===== src/rtl/qpsk_sym_packetizer.sv =====
// qpsk_sym_packetizer
// Symbol-rate scheduler between the QPSK carrier/bit-sync recovery loops and
// the AXI-stream output. One I/Q pair is captured per bit-sync strobe once the
// loops have settled. Symbols are buffered in a small FIFO and framed into
// fixed-length packets with tlast. Enable changes and FIFO overflow are only
// acted on at packet boundaries, so no truncated packet ever leaves the block.
//
// Optional build macro:
//   QPSK_PKT_OVF_CNT_EN - when defined, ovf_count is a 16-bit saturating
//                         dropped-symbol counter. When undefined the counter
//                         is omitted and ovf_count reads 0. Drops happen
//                         either way.
module qpsk_sym_packetizer #(
    parameter int SPP_MAX = 256,
    parameter int FIFO_AW = 4,
    parameter int WARMUP  = 32
) (
    input  logic        ce_clk,
    input  logic        ce_rst,
    input  logic        clear,
    input  logic        enable,
    input  logic [15:0] spp,
    input  logic [15:0] i_in,
    input  logic [15:0] q_in,
    input  logic        sym_stb,
    output logic [31:0] o_tdata,
    output logic        o_tvalid,
    output logic        o_tlast,
    input  logic        o_tready,
    output logic        locked,
    output logic [1:0]  state,
    output logic [15:0] ovf_count
);

    // Position counter must be able to hold SPP_MAX itself (latched length).
    localparam int PW    = $clog2(SPP_MAX + 1);
    // Warm-up counter only has to reach WARMUP-1.
    localparam int WW    = (WARMUP > 1) ? $clog2(WARMUP) : 1;
    localparam int DEPTH = 1 << FIFO_AW;

    localparam logic [PW-1:0]      SPP_MAX_V = PW'(SPP_MAX);
    localparam logic [PW-1:0]      POS_ONE   = PW'(1);
    localparam logic [WW-1:0]      WARM_LAST = WW'(WARMUP - 1);
    localparam logic [WW-1:0]      WARM_ONE  = WW'(1);
    localparam logic [FIFO_AW:0]   PTR_ONE   = (FIFO_AW + 1)'(1);

    typedef enum logic [1:0] {
        ST_IDLE   = 2'd0,
        ST_WARMUP = 2'd1,
        ST_RUN    = 2'd2,
        ST_DRAIN  = 2'd3
    } state_t;

    state_t state_q, state_d;

    logic [WW-1:0]    warm_q, warm_d;
    logic [PW-1:0]    pos_q, pos_d;
    logic [PW-1:0]    spp_lat_q, spp_lat_d;
    logic             locked_q, locked_d;
    logic [FIFO_AW:0] wr_ptr_q, wr_ptr_d;
    logic [FIFO_AW:0] rd_ptr_q, rd_ptr_d;

    // Symbol storage: {tlast, i, q}. Read asynchronously so a symbol pushed in
    // cycle N is visible at the output in cycle N+1.
    logic [32:0] mem [DEPTH];
    logic [32:0] head;

    logic          fifo_empty;
    logic          fifo_full;
    logic          capture_st;
    logic          push;
    logic          pop;
    logic          sym_last;
    logic [PW-1:0] spp_clamped;
    logic [PW-1:0] spp_eff;

    // ------------------------------------------------------------------
    // FIFO status and handshakes
    // ------------------------------------------------------------------
    assign fifo_empty = (wr_ptr_q == rd_ptr_q);
    assign fifo_full  = (wr_ptr_q[FIFO_AW] != rd_ptr_q[FIFO_AW]) &&
                        (wr_ptr_q[FIFO_AW-1:0] == rd_ptr_q[FIFO_AW-1:0]);

    assign capture_st = (state_q == ST_RUN) || (state_q == ST_DRAIN);
    // Full is judged before any same-cycle pop, so a strobe against a full
    // FIFO is always dropped even if the reader frees a slot that cycle.
    assign push       = capture_st && sym_stb && !fifo_full;
    assign pop        = !fifo_empty && o_tready;

    assign head       = mem[rd_ptr_q[FIFO_AW-1:0]];
    assign o_tvalid   = !fifo_empty;
    assign o_tdata    = fifo_empty ? 32'd0 : head[31:0];
    assign o_tlast    = !fifo_empty && head[32];

    // ------------------------------------------------------------------
    // Packet length: 0 means 1, anything above SPP_MAX saturates.
    // At position 0 the live spp is used since it is about to be latched.
    // ------------------------------------------------------------------
    assign spp_clamped = (spp == 16'd0)           ? POS_ONE   :
                         (spp > 16'(SPP_MAX))     ? SPP_MAX_V :
                                                    spp[PW-1:0];
    assign spp_eff     = (pos_q == '0) ? spp_clamped : spp_lat_q;
    assign sym_last    = (pos_q == (spp_eff - POS_ONE));

    // Next-state decode for the run/warm-up controller.
    always_comb begin
        state_d = state_q;
        warm_d  = warm_q;
        unique case (state_q)
            ST_IDLE: begin
                if (enable) begin
                    state_d = ST_WARMUP;
                    warm_d  = '0;
                end
            end
            ST_WARMUP: begin
                if (!enable) begin
                    state_d = ST_IDLE;
                end else if (sym_stb) begin
                    // The WARMUP-th strobe only moves us to RUN; it is not captured.
                    if (warm_q == WARM_LAST) begin
                        state_d = ST_RUN;
                        warm_d  = '0;
                    end else begin
                        warm_d = warm_q + WARM_ONE;
                    end
                end
            end
            ST_RUN: begin
                // Judge the boundary after this cycle's write so a symbol
                // captured alongside the disable still completes its packet.
                if (!enable) begin
                    state_d = (pos_d == '0) ? ST_IDLE : ST_DRAIN;
                end
            end
            ST_DRAIN: begin
                if (enable) begin
                    state_d = ST_RUN;
                end else if (push && sym_last) begin
                    state_d = ST_IDLE;
                end
            end
            default: state_d = ST_IDLE;
        endcase
        locked_d = (state_d == ST_RUN) || (state_d == ST_DRAIN);
    end

    // Controller state register.
    always_ff @(posedge ce_clk or posedge ce_rst) begin
        if (ce_rst) begin
            state_q  <= ST_IDLE;
            warm_q   <= '0;
            locked_q <= 1'b0;
        end else if (clear) begin
            state_q  <= ST_IDLE;
            warm_q   <= '0;
            locked_q <= 1'b0;
        end else begin
            state_q  <= state_d;
            warm_q   <= warm_d;
            locked_q <= locked_d;
        end
    end

    // Next-state for packet position, latched length and FIFO pointers.
    // Dropped symbols leave the position untouched.
    always_comb begin
        pos_d     = pos_q;
        spp_lat_d = spp_lat_q;
        wr_ptr_d  = wr_ptr_q;
        rd_ptr_d  = rd_ptr_q;
        if (push) begin
            if (pos_q == '0) begin
                spp_lat_d = spp_clamped;
            end
            pos_d    = sym_last ? '0 : (pos_q + POS_ONE);
            wr_ptr_d = wr_ptr_q + PTR_ONE;
        end
        if (pop) begin
            rd_ptr_d = rd_ptr_q + PTR_ONE;
        end
    end

    // Datapath register: position, latched length, FIFO pointers.
    always_ff @(posedge ce_clk or posedge ce_rst) begin
        if (ce_rst) begin
            pos_q     <= '0;
            spp_lat_q <= '0;
            wr_ptr_q  <= '0;
            rd_ptr_q  <= '0;
        end else if (clear) begin
            pos_q     <= '0;
            spp_lat_q <= '0;
            wr_ptr_q  <= '0;
            rd_ptr_q  <= '0;
        end else begin
            pos_q     <= pos_d;
            spp_lat_q <= spp_lat_d;
            wr_ptr_q  <= wr_ptr_d;
            rd_ptr_q  <= rd_ptr_d;
        end
    end

    // Symbol storage write port; contents need no reset since the pointers
    // define what is valid.
    always_ff @(posedge ce_clk) begin
        if (push) begin
            mem[wr_ptr_q[FIFO_AW-1:0]] <= {sym_last, i_in, q_in};
        end
    end

    assign state  = state_q;
    assign locked = locked_q;

`ifdef QPSK_PKT_OVF_CNT_EN
    logic        drop;
    logic [15:0] ovf_q, ovf_d;

    assign drop = capture_st && sym_stb && fifo_full;

    // Saturating dropped-symbol count.
    always_comb begin
        ovf_d = ovf_q;
        if (drop && (ovf_q != 16'hFFFF)) begin
            ovf_d = ovf_q + 16'd1;
        end
    end

    // Overflow counter register; cleared only by reset or clear.
    always_ff @(posedge ce_clk or posedge ce_rst) begin
        if (ce_rst) begin
            ovf_q <= '0;
        end else if (clear) begin
            ovf_q <= '0;
        end else begin
            ovf_q <= ovf_d;
        end
    end

    assign ovf_count = ovf_q;
`else
    assign ovf_count = 16'd0;
`endif

endmodule


===== config.mk =====
export PLATFORM = sky130hd
export DESIGN_NAME = qpsk_sym_packetizer
export DESIGN_NICKNAME = d
export VERILOG_FILES = /design/src/rtl/qpsk_sym_packetizer.sv
export SDC_FILE = /design/constraint.sdc
export NUM_CORES = 1
export LEC_CHECK = 0
export ABC_AREA = 1
export BUFFER_PORTS_ARGS = -buffer_cell sky130_fd_sc_hd__clkbuf_2
export CORE_UTILIZATION = 25
export DETAILED_ROUTE_END_ITERATION = 8
export GPL_ROUTABILITY_DRIVEN = 0
export GPL_TIMING_DRIVEN = 0
export PLACE_DENSITY = 0.45
export SLEW_MARGIN = 20
export SYNTH_ARGS = -nofsm -noshare
export SYNTH_HDL_FRONTEND = slang
export SYNTH_SLANG_ARGS = --single-unit

===== constraint.sdc =====
create_clock -name ce_clk -period 3.94 [get_ports ce_clk]
set_clock_uncertainty 0.15 [all_clocks]
set_input_delay 0 -clock ce_clk [delete_from_list [all_inputs] [get_ports ce_clk]]
set_output_delay 0 -clock ce_clk [all_outputs]
set_load 0.01 [all_outputs]

==> impl_results.md, run 1 <==
* Drt total wl at 74400 microns
* Ranking of synthesized cells by area: edfxtp_1, o21ai_0, nor2_1, dfrtp_1, nand2_1
* Combinational power share at between 10 and 15%
* Async set-reset flop share out of synthesis at 6.38%
* Fillers at approximately 9400
* Achievable clock frequency at around 260 MHz
* Pre-CTS setup slack at around 0.014 ns
* Switching fraction of total power at between 20% and 30%
* Final number of setup-violating endpoints at 0
* Crit path cell chain: clkbuf_2 -> inv_1 -> clkbuf_2 -> clkbuf_4 -> o21ai_0 -> o221ai_1 -> nand3_1 -> a31oi_1 -> clkbuf_2
* Grt total ovfl at 0
* Crit path top cell by count: clkbuf_2
* Starting Density at ~25%
* Clk_lat worst skew at 0.63 ns
* Worst relative slew slack at between 30% and 40%
* CP Max Fanout at 10
* Worst Tran Pin Value at 1.01 ns
* CTS tree: done
* Root Driver: clkbuf_16
* Area Overhead vs Synth at 22.4%
* Drt wl/cell at roughly 22 microns
* Drt first pass iters at 5
* CP max stage delay at around 0.6 ns
* Clock tree buffer depth at 3
* Vias in the first global route at 15800
* Crit path DAT at 3.74 ns
* Largest net degree at the start of global routing at 32
* Synthesized flop and latch total at between 500 and 600
* Area leader, netlist: edfxtp_1
* Cells after Synth at ~1900
* Int Power at about 10 mW
* Sequential Power Share at between 40% and 50%
* Outcome: completed
* Final hold viol count at 0
* Hold Path Cell Cnt at 10
* Worst-path clk slew at about 0.06 ns
* Post-synth EDFFs at around 530
* Crit path from: rd_ptr_q[0]$_DFFE_PP0P_
* Sequential share of the synthesized area at between 70% and 80%
* CP max-delay cell: dfrtp_1
* Core Rows at around 110
* Die Ht at around 310 microns
* Core area at a little over 0.09 sq mm
* WS Path Type: reg -> out
* Post-Syn Area at between 0.02 and 0.025 sq mm
* CTS Buf Count at 60
* Share of layout cells above drive strength 1 at 15.7%
* Critical path capture point: o_tdata[19]
* Vias/cell at roughly 4.7
* PortBufs at 89
* Main synth FF type: edfxtp_1
* Total GRT Usage at between 10% and 20%
* Clock network power share at roughly 41%
* Worst min path class: in -> reg
* H-tree depth at 2
* NetSw at around 3.5 mW
* Number of cells on the critical path at 9
* CP Capture Type: output port
* Yosys warning count at 0
* WP data required at around 3.8 ns
* Worst reg-to-reg setup slack at between 0.2 and 0.3 ns
* Crit-path leading delay family: buffers and inverters
* Unrepaired setup endpoints after global routing: yes
* Worst flop-to-flop path endpoint: locked$_DFF_PP0_
* Total chip power at about 14 mW
* Final WS setup at 0.0545 ns
* Most frequent cell after synthesis: edfxtp_1
* Min Tclk post-route at slightly below 4 ns
* Fin. max-slew vios at 0
* P_leak at between 9 and 10 nW
* Nets at about 2200
* Antenna-violating nets left at 0
* Die W at just over 300 microns
* CP Launch Type: flip-flop
* CTS sink count at between 500 and 600
* Avg Inst Size Synth at 12.3 sq um
* Maximum vdd drop at between 300 and 400 uV
* Worst Reg-to-Reg Cells at 25
* CP bufs+invs at 5
* Top-area cell type share of the netlist area at between 60% and 70%
* Initial DRC count at roughly 1400
* I/O pin cnt at ~110
* Top post-synthesis cells by count: edfxtp_1, nor2_1, o21ai_0, nand2_1, clkbuf_1
* Antenna diode count at 0
* Max Cap Viol at 0
* Final clock period utilization by the worst path at between 90 and 100%
* RR Startpoint: pos_q[0]$_DFF_PP0_
* Die ar. at around 0.094 sq mm
* DRC at 0
* Initial antenna violation count at 3
* DP HPWL at between 50000 and 60000 microns
* First-pass GRT wire length at ~110000 microns
* Routed vias at 16100
* Post-synth cell types at between 40 and 50
* PD cells at between 400 and 500 mW/mm^2
worst min path at each step:
| stage | startpoint | to |
|---|---|---|
| 6_report | spp[8] | spp_lat_q[1]$_DFFE_PP0P_ |
| 5_1_grt | spp[8] | spp_lat_q[5]$_DFFE_PP0P_ |
| 4_1_cts | spp[8] | spp_lat_q[1]$_DFFE_PP0P_ |
| 3_5_place_dp | ce_rst | warm_q[4]$_DFFE_PP0P_ |
| 3_3_place_gp | enable | state[0]$_DFF_PP0_ |
| 2_1_floorplan | q_in[0] | mem[0][0]$_DFFE_PP_ |
cell usage in the layout, fill, tap and decap left out, types with 4 or more instances in the layout:
master / count
conb_1: 16
o221ai_1: 49
nor3_1: 11
nand4_1: 5
inv_1: 63
nand3_1: 50
clkinv_1: 18
nand3_2: 4
a31oi_2: 9
clkbuf_16: 60
dlygate4sd3_1: 54
clkbuf_2: 126
o211ai_1: 17
a21oi_1: 13
dfrtp_1: 35
a31oi_1: 25
ha_1: 9
nand2_2: 12
nand2_4: 5
nor2_4: 19
nor2_2: 16
buf_4: 20
buf_2: 6
clkinv_2: 10
clkbuf_1: 77
xor2_1: 11
inv_2: 7
buf_12: 15
o22ai_1: 88
o21ai_0: 280
bufinv_16: 6
nor2_1: 308
edfxtp_1: 528
nand2_1: 170
cell families (layout without fill, tap and decap cells):
family	Yosys count	in the layout	share of synthesized area [%]
AND/OR/NAND/NOR	607	607	10.9
other	1	16	0.0161
buffers and inverters	203	478	3.62
adder cells (fa/ha/maj)	10	10	0.538
AO/OA/AOI/OAI	491	491	12.4
XOR/XNOR	11	11	0.414
flip-flops	564	564	72.1
multiplexers	1	1	0.0431
power by group through the flow:
stage	Sequential [mW]	Clock, mW	Combinational [mW]
2_1_floorplan	6.68	0	0.702
5_1_grt	6.55	5.91	1.58
3_5_place_dp	6.68	0	1.40
4_1_cts	6.56	5.68	1.46
6_report	6.56	5.58	1.46
3_3_place_gp	6.68	0	1.38
registers in the layout, indices dropped and copies added (netlist names):
name       count
locked         1
mem          528
pos_q          9
rd_ptr_q       5
spp_lat_q      9
state          2
warm_q         5
wr_ptr_q       5
stage by stage:
step           hold slack [ns]  util [%]  setup TNS, ns  instance area [sq um]  cells
2_1_floorplan          -0.0511         -              0                  23300   1903
3_3_place_gp             0.196      27.5        -849.21                  25300   3235
3_5_place_dp            -0.265      28.1              0                  25800   3253
4_1_cts                0.00720      30.8              0                  28400   3417
5_1_grt                  0.103      30.9       -0.00319                  28500   3421
6_report                0.0239      30.9              0                  28500   3421
layout make-up:
| cell class | count | area [sq um] | share of cell area [%] |
|---|---|---|---|
| buffer | 131 | 636 | 2.23 |
| clock buffer | 71 | 1540 | 5.42 |
| clock inverter | 39 | 380 | 1.34 |
| inverter | 72 | 270 | 0.950 |
| multi-input combinational | 1136 | 5910 | 20.8 |
| sequential | 564 | 16800 | 58.9 |
| tap | 1243 | 1560 | 5.47 |
| timing repair buffer | 165 | 1400 | 4.92 |
tightest hold or removal path, stage by stage:
cell and delay (ns):
clkbuf_2 0.09, nor2_1 0.04, nand2_1 0.07, nor2_2 0.06, inv_2 0.08, nand2_4 0.09, nand2_1 0.09, nand2_2 0.08
inv_2 0.08, o21ai_0 0.08
layer usage:
layer  vias to the layer above  track usage (%)  part of all wire [%]
met5                         -                0                 0.055
met4                         6             4.56                   2.4
met3                        96             2.50                   5.8
met2                       509             25.1                    46
met1                      8147             21.7                    45
li1                       7381                -                     -
timing repair:
item	in CTS	in global routing
hold buffers	54	0
pin swaps	0	1
endpoints found under the hold margin	580	0
buffers inserted	0	4
endpoints found under the setup margin	35	32
gates resized for setup	45	32
Note: power is estimated with default switching activity, not from simulation.
==> inputs of run 2 (changes only) <==
clock period = 4.7 ns   (was 3.94 ns; I/O delays follow)
==> run 2 against run 1 <==
Against the previous run: combinational power fell by 17%; highest routed layer unchanged; largest cell class unchanged; critical endpoint is now o_tdata[31]; sequential power is 16% lower; global-route usage barely moved.
==> impl_results.md, run 2 (synthesis results as in run 1) <==
* Worst Reg-to-Reg Cells at 26 (+4.0%)
* Switching fraction of total power at 25.6% (about the same)
* DP HPWL at 50100 microns (unchanged)
* Clock network power share at 41.1% (about the same)
* Final Util at 30.8% (-0.12 points)
* Final setup TNS at 0 ns (unchanged)
* I/O pin cnt at 107 (unchanged)
* Commonest cells after routing, fill and taps aside: edfxtp_1, nor2_1, o21ai_0
* Final non-filler cell total at 3418 (-0.088%)
* Cell area after layout at 0.0283 sq mm (-0.40%)
* Fillers at 9388 (+0.064%)
* Clock tree buffer depth at 3 (unchanged)
* DP Area at 0.0258 sq mm (unchanged)
* Int Power at 8.48 mW (-16%)
* Die Ht at 307 microns (unchanged)
* Antenna diode count at 0 (unchanged)
* Die ar. at 0.0942 sq mm (unchanged)
* Core Rows at 111 (unchanged)
* Max FFs per register at 528 (unchanged)
* Nets at 2191 (-0.14%)
* Critical path capture point: o_tdata[31]
* First-pass GRT wire length at 108000 microns (-0.11%)
* Maximum vdd drop at 287 uV (-16%)
* WP data required at 4.55 ns (+0.76 ns)
* CP Capture Type: output port
* Routed vias at 16100 (-0.15%)
* Worst Tran Pin Value at 1.11 ns (+0.101 ns)
* CP Max Fanout at 10 (unchanged)
* Core area at 0.0919 sq mm (unchanged)
* Commonest non-fill, non-tap cell in the layout: edfxtp_1
* Combinational power share at 10.6% (-0.2 points)
* Grt total ovfl at 0 (unchanged)
* Max Cap Viol at 0 (unchanged)
* Drt wl/cell at 21.8 microns (+0.25%)
* CP Launch Type: flip-flop
* Unrepaired setup endpoints after global routing: yes
* Placed Instances at 3253 (unchanged)
* WS Path Type: reg -> out
* Initial antenna violation count at 2 (-1)
* Die W at 307 microns (unchanged)
* Final hold viol count at 0 (unchanged)
* Largest net degree at the start of global routing at 32 (unchanged)
* Outcome: completed
* Pre-CTS setup slack at 0.774 ns (+0.760 ns)
* CTS Buf Count at 60 (unchanged)
* Worst-path clk slew at 0.06 ns (about the same)
* Root Driver: clkbuf_16
* Sequential Power Share at 48.2% (about the same)
* Total GRT Usage at 15.6% (about the same)
* NetSw at 2.91 mW (-16%)
* H-tree depth at 2 (unchanged)
* Final clock period utilization by the worst path at approximately 97%
* CTS tree: done
* Worst relative slew slack at 25.9% (-7.0 points)
* Initial DRC count at 1415 (-2.2%)
* PD cells at 402 mW/mm^2 (-16%)
* CTS sink count at 564 (unchanged)
* P_leak at 9.55 nW (-1.1%)
* Crit path from: rd_ptr_q[0]$_DFFE_PP0P_
* Achievable clock frequency at between 200 and 250 MHz
* Post-CTS Setup Inserts at 0 (unchanged)
* Fin Hold WS at 0.0508 ns (+0.0269 ns)
* Hold path start: spp[13]
* Vias/cell at 4.71 (about the same)
* Total chip power at 11.4 mW (-16%)
* Min Tclk post-route at around 4.6 ns
* Crit path DAT at 4.41 ns (+0.67 ns)
* Area Overhead vs Synth at 21.9%
* Antenna-violating nets left at 0 (unchanged)
* Vias in the first global route at 15800 (-0.16%)
* Worst min path class: in -> reg
* Fin. max-slew vios at 0 (unchanged)
* DRC at 0 (unchanged)
* Drt first pass iters at 6 (+1)
* Starting Density at 25.3% (unchanged)
* Clk_lat worst skew at 0.63 ns (about the same)
* RR Startpoint: pos_q[0]$_DFF_PP0_
* Final number of setup-violating endpoints at 0 (unchanged)
* Worst reg-to-reg setup slack at 0.33 ns (+0.05 ns)
* Worst flop-to-flop path endpoint: state[0]$_DFF_PP0_
* PortBufs at 89 (unchanged)
* Share of layout cells above drive strength 1 at 13.3% (-2.4 points)
* Final WS setup at 0.138 ns (+0.0837 ns)
* Drt total wl at 74600 microns (+0.17%)
[run 2: cell types whose count changed in the layout (fill, tap and decap cells not counted), moves of 2 or more]
cell	change
clkbuf_1	+36
clkbuf_2	-32
a31oi_1	+9
a31oi_2	-9
buf_4	-4
buf_2	-3
clkbuf_4	-3
buf_1	+2
nor2_2	-2
[run 2: final cells by class]
cell class	instances	area, sq um	share of cell area [%]
clock buffers	71	1540	5.44
inverters	72	270	0.954
clock inverters	39	380	1.34
flip-flops and latches	564	16800	59.1
well taps	1243	1560	5.49
repair buffers	162	1380	4.87
plain buffers	131	577	2.04
multi-input cells	1136	5880	20.7
[run 2: timing repair]
action | CTS | global route
hold endpoints to repair | 580 | 0
hold buffers | 55 | 0
setup endpoints to repair | 0 | 4
gates resized for setup | 0 | 24
[run 2: worst max-delay path, cell delays in order (launching register included)]
cell and delay [ns]:
dfrtp_1 0.60, clkbuf_1 0.40, inv_1 0.24, clkbuf_1 0.49, clkbuf_1 0.58, nor2_1 0.09
o221ai_1 0.38, o211ai_1 0.17, a31oi_1 0.56, clkbuf_2 0.26
[run 2: layer usage]
metal  global-route usage, %  share of wire [%]  wire length (microns)
met5                       0              0.035                     26
met4                    4.43                2.5                   1890
met3                    2.36                5.8                   4350
met2                    25.1                 46                  34500
met1                    21.7                 45                  33800
[run 2: worst min-delay path by stage]
stage                                     endpoint  slack, ns  cells past startpoint
after floorplan                mem[0][0]$_DFFE_PP_      -0.05                      0
after global placement          state[0]$_DFF_PP0_       0.20                      3
after detailed placement     warm_q[4]$_DFFE_PP0P_      -0.27                      2
after CTS                 spp_lat_q[2]$_DFFE_PP0P_      0.002                      8
after global routing      spp_lat_q[2]$_DFFE_PP0P_       0.12                      8
final                     spp_lat_q[2]$_DFFE_PP0P_       0.05                      8
[run 2: power groups by stage]
| stage | clock (mW) | combinational [mW] | sequential, mW |
|---|---|---|---|
| final | 4.69 | 1.21 | 5.50 |
| after global routing | 4.96 | 1.31 | 5.49 |
| after CTS | 4.76 | 1.21 | 5.50 |
| after detailed placement | 0 | 1.17 | 5.60 |
| after global placement | 0 | 1.16 | 5.60 |
| after floorplan | 0 | 0.589 | 5.60 |
==> inputs of run 3 (changes only) <==
PLACE_DENSITY = 0.43   (was 0.45)
==> run 3 against run 2 <==
Against the previous run: worst hold slack better by 0.014 ns; highest routed layer is now met4; largest cell class unchanged; sequential share of layout area down 0.44 points; critical endpoint unchanged; critical path depth unchanged; register-to-register slack about the same; combinational power about the same; sequential cell count unchanged; first-iteration DRC count down 2.6%.
==> impl_results.md, run 3 (synthesis results as in run 1) <==
* CTS tree: done
* Vias/cell at 4.71 (-0.19%)
* DRC at 0 (unchanged)
* Final number of setup-violating endpoints at 0 (unchanged)
* Root Driver: clkbuf_16
* Crit path top cell by count: clkbuf_1
* Total GRT Usage at 15.6% (+0.027 points)
* Fin Hold WS at 0.0652 ns (+0.0144 ns)
* Core Rows at 111 (unchanged)
* Starting Density at 25.3% (unchanged)
* PortBufs at 89 (unchanged)
* Combinational power share at 10.7% (about the same)
* Drt wl/cell at 21.8 microns (+0.11%)
* NetSw at 2.93 mW (+0.39%)
* Area Overhead vs Synth at 22.8%
* CP Max Fanout at 10 (unchanged)
* DP Area at 0.0259 sq mm (+0.55%)
* Fillers at 9381 (-0.075%)
* PD cells at 400 mW/mm^2 (-0.57%)
* Grt total ovfl at 0 (unchanged)
* Cell area after layout at 0.0286 sq mm (+0.75%)
* P_leak at 9.67 nW (+1.2%)
* Die W at 307 microns (unchanged)
* WS Path Type: reg -> out
* Share of layout cells above drive strength 1 at 13.6% (+0.33 points)
* Worst-path clk slew at 0.06 ns (about the same)
* Antenna diode count at 0 (unchanged)
* Final setup TNS at 0 ns (unchanged)
* Worst Tran Pin Value at 1.10 ns (-0.0106 ns)
* Max FFs per register at 528 (unchanged)
* Antenna-violating nets left at 0 (unchanged)
* Switching fraction of total power at 25.6% (+0.055 points)
* CP max stage delay at 0.69 ns (+0.09 ns)
* Unrepaired setup endpoints after global routing: no
* Crit path cell chain: clkbuf_1 -> inv_1 -> clkbuf_1 -> clkbuf_1 -> nor2_1 -> o22ai_1 -> nand2_1 -> a31oi_1 -> clkbuf_2
* Commonest non-fill, non-tap cell in the layout: edfxtp_1
* Nets at 2201 (+0.46%)
* Initial antenna violation count at 0 (-2)
* Drt total wl at 75000 microns (+0.52%)
* CTS Buf Count at 60 (unchanged)
* Final non-filler cell total at 3432 (+0.41%)
* Crit path DAT at 4.43 ns (+0.02 ns)
* Final clock period utilization by the worst path at 97.5% (+0.45 points)
* Largest net degree at the start of global routing at 32 (unchanged)
* Outcome: completed
* Storage element area at 0.0168 sq mm (unchanged)
* Clk_lat worst skew at 0.64 ns (about the same)
* Max Cap Viol at 0 (unchanged)
* Routed vias at 16100 (+0.22%)
* Min Tclk post-route at 4.58 ns (+0.0213 ns)
* Worst relative slew slack at 26.9% (+0.98 points)
* CP Capture Type: output port
* Clock tree buffer depth at 3 (unchanged)
* Fin. max-slew vios at 0 (unchanged)
* Die ar. at 0.0942 sq mm (unchanged)
* First-pass GRT wire length at 108000 microns (-0.19%)
* Int Power at 8.49 mW (+0.11%)
* Worst min path class: in -> reg
* Drt first pass iters at 5 (-1)
* Initial DRC count at 1378 (-2.6%)
* CP bufs+invs at 5 (unchanged)
* CTS sink count at 564 (unchanged)
* Vias in the first global route at 15800 (+0.32%)
* WP data required at 4.55 ns (about the same)
* Achievable clock frequency at 218 MHz (-0.46%)
* Multi-input gate area at 0.00588 sq mm (unchanged)
* Maximum vdd drop at 272 uV (-5.2%)
* Clock network power share at 41.2% (about the same)
* Final Util at 31.1% (+0.23 points)
* Core area at 0.0919 sq mm (unchanged)
* Sequential Power Share at 48.2% (about the same)
* Placed Instances at 3258 (+0.15%)
* Crit-path leading delay family: buffers and inverters
* I/O pin cnt at 107 (unchanged)
* CP Launch Type: flip-flop
* Die Ht at 307 microns (unchanged)
* Final hold viol count at 0 (unchanged)
* Commonest cells after routing, fill and taps aside: edfxtp_1, nor2_1, o21ai_0
* H-tree depth at 2 (unchanged)
* DP HPWL at 51200 microns (+2.2%)
* CP max-delay cell: clkbuf_1
[run 3: cell count changes in the layout (fill, tap and decap cells not counted), moves of 2 or more]
cell      previous run  this run
buf_8                0         2
inv_6                0         2
nor2_2              14        12
buf_4               16        21
clkinv_1            18        22
buf_16               3        10
buf_12              15        11
[run 3: final timing paths]
kind	start	end	depth (start not counted)	slack [ns]
worst max-delay path	rd_ptr_q[0]$_DFFE_PP0P_	o_tdata[31]	9	0.12
worst min-delay path	spp[14]	spp_lat_q[3]$_DFFE_PP0P_	10	0.07
worst max register to register	pos_q[0]$_DFF_PP0_	state[0]$_DFF_PP0_	26	0.33
worst min register to register	wr_ptr_q[4]$_DFFE_PP0P_	wr_ptr_q[4]$_DFFE_PP0P_	1	0.33
max in group asynchronous	ce_rst	spp_lat_q[4]$_DFFE_PP0P_	5	3.80
min in group asynchronous	ce_rst	state[1]$_DFF_PP0_	4	0.19
[run 3: layout make-up]
cell class | instances | area share, %
Buffer | 131 | 2.04
Clock buffer | 71 | 5.40
Clock inverter | 43 | 1.42
Inverter | 72 | 0.947
Multi-Input combinational cell | 1136 | 20.6
Sequential cell | 564 | 58.7
Tap cell | 1243 | 5.45
Timing Repair Buffer | 172 | 5.47
[run 3: metal layers]
| metal | track usage [%] | vias to the layer above | routed length [microns] |
|---|---|---|---|
| li1 | - | 7396 | - |
| met1 | 21.7 | 8068 | 33500 |
| met2 | 25.4 | 592 | 34900 |
| met3 | 2.35 | 93 | 5000 |
| met4 | 4.16 | 0 | 1540 |
| met5 | 0 | - | 0 |
[run 3: power groups by stage]
stage / registers, mW / clock network (mW) / logic (mW)
after global routing: 5.49 / 4.96 / 1.31
after floorplan: 5.60 / 0 / 0.589
after global placement: 5.60 / 0 / 1.17
after detailed placement: 5.60 / 0 / 1.18
after CTS: 5.50 / 4.78 / 1.22
final: 5.50 / 4.70 / 1.22
[run 3: worst min-delay path: cells and delay by family]
kind                   cells  cell delay (ns)
AOI/OAI and AO/OA          1             0.09
buffers and inverters      2             0.16
and+or+nand+nor            7             0.55
[run 3: metrics by stage]
step	total power [mW]	setup WS, ns
after global placement	6.77	-1.09
after CTS	11.5	0.0479
after floorplan	6.19	1.12
after global routing	11.8	0.00854
final	11.4	0.117
after detailed placement	6.78	0.691
[run 3: what timing repair did]
| action | CTS | global route |
|---|---|---|
| gates resized for setup | 3 | 18 |
| endpoints found under the hold margin | 581 | 0 |
| buffers inserted | 0 | 5 |
| gates cloned | 0 | 0 |
| endpoints found under the setup margin | 1 | 4 |
| pin swaps | 0 | 5 |
| hold buffers | 56 | 0 |
